==> config.mk <==
export PLATFORM = sky130hd
export DESIGN_NAME = multi_one_shot
export DESIGN_NICKNAME = d
export VERILOG_FILES = /design/src/rtl/multi_one_shot.sv
export SDC_FILE = /design/constraint.sdc
export NUM_CORES = 1
export LEC_CHECK = 0
export CORE_MARGIN = 5
export CORE_UTILIZATION = 35
export DETAILED_ROUTE_END_ITERATION = 10
export SETUP_SLACK_MARGIN = 0.1
export SYNTH_ARGS = -nofsm -noshare
export SYNTH_HDL_FRONTEND = slang
export SYNTH_SLANG_ARGS = --single-unit
==> constraint.sdc <==
create_clock -name clk -period 2.6 [get_ports clk]
set_clock_uncertainty 0.15 [all_clocks]
set_input_delay 0.26 -clock clk [delete_from_list [all_inputs] [get_ports clk]]
set_output_delay 0.26 -clock clk [all_outputs]
set_load 0.02 [all_outputs]
==> src/rtl/multi_one_shot.sv <==
// Multi-channel one-shot pulse generator: per-channel edge detect feeding an IDLE/FIRE/HOLD FSM.
// Optional input synchroniser enabled by defining MULTI_ONE_SHOT_SYNC_EN.
module multi_one_shot #(
    parameter int CHANNELS    = 4,
    parameter int LEN_W       = 4,
    parameter int HOLDOFF     = 2,
    parameter int SYNC_STAGES = 2
) (
    input  logic                clk,
    input  logic                rst,
    input  logic [CHANNELS-1:0] pulse,
    input  logic [LEN_W-1:0]    len,
    input  logic                retrig,
    input  logic                edge_sel,
    output logic [CHANNELS-1:0] out,
    output logic                busy
);

    localparam int HOLD_W = (HOLDOFF > 1) ? $clog2(HOLDOFF) : 1;
    localparam int CNT_W  = (HOLD_W > LEN_W) ? HOLD_W : LEN_W;
    localparam logic [CNT_W-1:0] HOLD_LOAD = (HOLDOFF > 0) ? CNT_W'(HOLDOFF - 1) : '0;

    typedef enum logic [1:0] {
        IDLE = 2'd0,
        FIRE = 2'd1,
        HOLD = 2'd2
    } state_t;

    if (CHANNELS < 1 || LEN_W < 1 || HOLDOFF < 0 || SYNC_STAGES < 1) begin : g_bad_params
        $error("multi_one_shot: illegal parameter combination");
    end

    logic [CHANNELS-1:0] sampled;
    logic [CHANNELS-1:0] prev;
    logic [CHANNELS-1:0] trigger;
    logic                len_ok;
    logic [CNT_W-1:0]    len_load;

    state_t           state     [CHANNELS];
    state_t           state_nxt [CHANNELS];
    logic [CNT_W-1:0] cnt       [CHANNELS];
    logic [CNT_W-1:0] cnt_nxt   [CHANNELS];

    logic [CHANNELS-1:0] out_nxt;
    logic                busy_nxt;

`ifdef MULTI_ONE_SHOT_SYNC_EN
    logic [CHANNELS-1:0] sync_q [SYNC_STAGES];

    always_ff @(posedge clk or negedge rst) begin
        if (!rst) begin
            for (int s = 0; s < SYNC_STAGES; s++) begin
                sync_q[s] <= '0;
            end
        end else begin
            sync_q[0] <= pulse;
            for (int s = 1; s < SYNC_STAGES; s++) begin
                sync_q[s] <= sync_q[s-1];
            end
        end
    end

    assign sampled = sync_q[SYNC_STAGES-1];
`else
    assign sampled = pulse;
`endif

    // prev resets to 0 so an input already high at reset release counts as a rising edge.
    always_ff @(posedge clk or negedge rst) begin
        if (!rst) begin
            prev <= '0;
        end else begin
            // NOTE: sequential state uses non-blocking assignments so every flop samples pre-edge values.
            prev <= sampled;
        end
    end

    assign trigger  = edge_sel ? (~sampled & prev) : (sampled & ~prev);
    assign len_ok   = (len != '0);
    assign len_load = CNT_W'(len) - CNT_W'(1);

    // NOTE: the per-channel counters are reset along with the FSMs, so a mid-pulse reset leaves no stale count.
    always_ff @(posedge clk or negedge rst) begin
        if (!rst) begin
            for (int i = 0; i < CHANNELS; i++) begin
                state[i] <= IDLE;
                cnt[i]   <= '0;
            end
        end else begin
            for (int i = 0; i < CHANNELS; i++) begin
                state[i] <= state_nxt[i];
                cnt[i]   <= cnt_nxt[i];
            end
        end
    end

    always_comb begin
        for (int i = 0; i < CHANNELS; i++) begin
            // NOTE: defaults first so no path through the case leaves a variable unassigned (no latches).
            state_nxt[i] = state[i];
            cnt_nxt[i]   = cnt[i];
            unique case (state[i])
                IDLE: begin
                    if (trigger[i] && len_ok) begin
                        state_nxt[i] = FIRE;
                        cnt_nxt[i]   = len_load;
                    end
                end
                FIRE: begin
                    // A retrigger wins even on the last FIRE cycle.
                    if (retrig && trigger[i] && len_ok) begin
                        cnt_nxt[i] = len_load;
                    end else if (cnt[i] == '0) begin
                        if (HOLDOFF > 0) begin
                            state_nxt[i] = HOLD;
                            cnt_nxt[i]   = HOLD_LOAD;
                        end else begin
                            state_nxt[i] = IDLE;
                        end
                    end else begin
                        cnt_nxt[i] = cnt[i] - CNT_W'(1);
                    end
                end
                HOLD: begin
                    if (cnt[i] == '0) begin
                        state_nxt[i] = IDLE;
                    end else begin
                        cnt_nxt[i] = cnt[i] - CNT_W'(1);
                    end
                end
                default: begin
                    state_nxt[i] = IDLE;
                    cnt_nxt[i]   = '0;
                end
            endcase
        end
    end

    // Outputs are decoded from the next state and registered, so they track the state register exactly.
    always_comb begin
        out_nxt  = '0;
        busy_nxt = 1'b0;
        for (int i = 0; i < CHANNELS; i++) begin
            out_nxt[i] = (state_nxt[i] == FIRE);
            busy_nxt   = busy_nxt | (state_nxt[i] != IDLE);
        end
    end

    always_ff @(posedge clk or negedge rst) begin
        if (!rst) begin
            out  <= '0;
            busy <= 1'b0;
        end else begin
            out  <= out_nxt;
            busy <= busy_nxt;
        end
    end

endmodule
==> flow_summary_export.csv <==
group,metric,value,unit
clocking,cts_resized,0,
clocking,cts-buffers-inserted,5,
worst_setup_path,critPathMaxFanout,7,
sta,hold_violations,0,
global_routing,grt_pass1_vias,2134,
floorplanning,fp.dieH,91.5,um
clocking,clkTransAtPathRegs,0.08,ns
yosys,syn_inst,272,
clocking,ctsRootBufferMaster,"clkbuf_8",
placed_design,dp_slack,0.0813,ns
sta,finalCritPeriodShare,0.882,
pwr,p_leak,1.14,nW
yosys,syn-num-nets,291,
sta,fmax,436,MHz
floorplanning,coreArea,0.00639,mm2
yosys,yosys_warnings,0,
floorplanning,io_pins,17,
worst_hold_path,min_path_type,"input pin to async pin",
yosys,synth_top_cell_by_area,"dfrtp_1",
yosys,ys.flop_type,"dfrtp_1",
detailed_routing,num_vias,2224,
yosys,synth_cell_types,58,
yosys,synth_top_area_share,0.356,
clocking,cts_tree,"yes",
yosys,avgSynthCellArea,8.54,um2
finish,layout.nets,321,
finish,synthToLayoutAreaGrowth,18.8,%
clocking,clk_path_buf_depth,2,
global_routing,grt.total_usage,0.149,
worst_setup_path,timing.critical_path.from,"cnt[0]",
job,cap_viol_max_count,0,
detailed_routing,firstDrtPassIters,4,
finish,finalCoreUtilization,0.432,
clocking,cts_max_level,2,
sta,report.final.slew_viol_count,0,
worst_setup_path,rr_startpoint,"cnt[0]",
yosys,synth-edff-count,0,
global_routing,grt_max_degree,34,
run_status,run_status,"completed",
pwr,p_per_area,1200,mW/mm2
floorplanning,initial_utilization,0.364,
finish,drive_above_1_share,0.129,
sta,finalSetupViolations,0,
sta,rsz0062_at_grt,"false",
worst_setup_path,critPathArrivalTime,2.28,ns
yosys,synthTopCellsByArea,"dfrtp_1 36%, ha_1 3.8%, a21oi_1 3.7%",
placed_design,io_buffers,16,
clocking,ctsHoldBuffers,0,
clocking,cts.sinks,33,
sta,setup_tns,0,ns
yosys,ys_ff_latch,33,
worst_setup_path,cp.required,2.59,ns
sta,tightest_slew,0.538,ns
detailed_routing,ant_nets,0,
sta,slew_headroom,0.638,
placed_design,dp_hpwl,4340,um
worst_setup_path,critPathLaunchType,"flop",
worst_setup_path,worst-setup-path-type,"flop to flop",
global_routing,grt-ovfl-total,0,
floorplanning,die_area,0.00836,mm2
detailed_routing,drt-initial-drc-count,102,
worst_setup_path,worstSetupEndpointType,"flop",
detailed_routing,route.detailed.drc,0,
finish,antenna_cells,0,
global_routing,grt_first_pass_wirelength,10400,um
detailed_routing,wl,6010,um
finish,fillers,635,
clocking,postCtsSetupRepairBufs,0,
detailed_routing,wl_per_cell,15.8,um
floorplanning,rows,29,
floorplanning,die_x,91.5,um
detailed_routing,drt-vias-per-instance,5.85,
placed_design,gp_congestion,0.896,
sta,setup_slack,0.307,ns
global_routing,grt_antenna_before_repair,0,
sta,min_period,2.29,ns
clocking,clk_latency,0.29,ns
yosys,ys_seq_area_frac,0.356,
pwr,irDropWorstVdd,0.528,mV
yosys,synthArstFlopShare,1.00,
yosys,netlist_area,0.00232,mm2
==> routing by layer <==
layer  up-vias  track usage  wire [um]
li1       1070            -          -
met1      1094        0.205       2830
met2        54        0.236       2850
met3         6       0.0273        254
met4         0       0.0465         74
met5         -            0          0
==> worst paths after layout <==
check / to / slack [ns] / cells after the start
max: cnt[1] / 0.31 / 6
min: cnt[15] / 0.23 / 2
max reg2reg: cnt[1] / 0.31 / 6
min reg2reg: cnt[5] / 0.42 / 2
max in group asynchronous: state[5] / 1.74 / 2
min in group clk: prev[0] / 0.31 / 1
==> cells by family after synthesis <==
kind of cell / count (synthesis) / share of synthesized area
AO/OA/AOI/OAI: 87 / 0.259
XOR/XNOR: 10 / 0.0377
adder cells (fa/ha/maj): 7 / 0.0377
buffers and inverters: 28 / 0.0453
flip-flops: 33 / 0.356
multiplexers: 4 / 0.0178
AND/OR/NAND/NOR: 103 / 0.247
==> layout by cell type, fill, tap and decap left out, types with 3 or more instances in the layout <==
cell type         n
nor2b_1          13
xnor2_1           8
or3b_2            3
ha_1              7
nand3b_1          5
inv_1            16
nand2_1          19
nor2_1           22
nand4_1           3
a22o_1            3
clkbuf_8          5
nor3b_1           5
o22ai_1           5
nand2b_1          3
or3b_1            3
o311ai_0          3
buf_4            18
nor3_1           12
a211oi_1          7
dfrtp_1          33
nand3_1           3
o21ai_0          17
clkdlybuf4s50_1  16
a21oi_1          17
mux2i_1           3
a31oi_1           5
==> power by group <==
group | switching, mW | internal [mW]
clock | 0.208 | 0.185
sequential | 0.366 | 0.744
combinational | 0.931 | 0.884
total | 1.51 | 1.81
==> final cells by class <==
| cell class | instances | area [um2] | area share |
|---|---|---|---|
| repair buffers | 34 | 295 | 0.107 |
| well taps | 77 | 96.3 | 0.0349 |
| inverters | 17 | 63.8 | 0.0231 |
| flip-flops and latches | 33 | 826 | 0.299 |
| clock inverters | 3 | 17.5 | 0.00635 |
| clock buffers | 5 | 68.8 | 0.0249 |
| multi-input cells | 211 | 1390 | 0.504 |
==> cells in the mapped netlist (all sizes together) (3+ instances only) <==
cell type,n
o21ai,19
inv,16
o311ai,3
a211oi,7
xnor2,8
nor2b,13
a31oi,5
nor3,12
o211ai,3
dfrtp,33
clkbuf,11
or3b,6
o22ai,5
mux2i,3
ha,7
nand2b,3
nand3,3
nor2,22
nor3b,5
a21oi,17
nand4,3
a22o,3
nand3b,5
nand2,20
==> critical path, stage by stage (launching register included) <==
cell      delay (ns)
dfrtp_1         0.44
inv_1           0.12
ha_1            0.16
or3b_2          0.54
and4b_1         0.23
o311ai_0        0.30
o311ai_0        0.20
==> state kept, by name, indices dropped and copies added, names as in the netlist <==
name,count
out,4
cnt,16
state,8
prev,4
busy,1
==> through the flow <==
step / hold WS, ns / cells / instance area, um2 / power, mW
after floorplan: -0.186 / 272 / 2320 / 2.41
after global placement: 0.378 / 372 / 2670 / 2.91
after detailed placement: 0.396 / 372 / 2670 / 2.91
after CTS: 0.239 / 380 / 2760 / 3.31
after global routing: 0.280 / 380 / 2760 / 3.62
final: 0.226 / 380 / 2760 / 3.32
No activity file was read; power rests on OpenSTA's default activity.
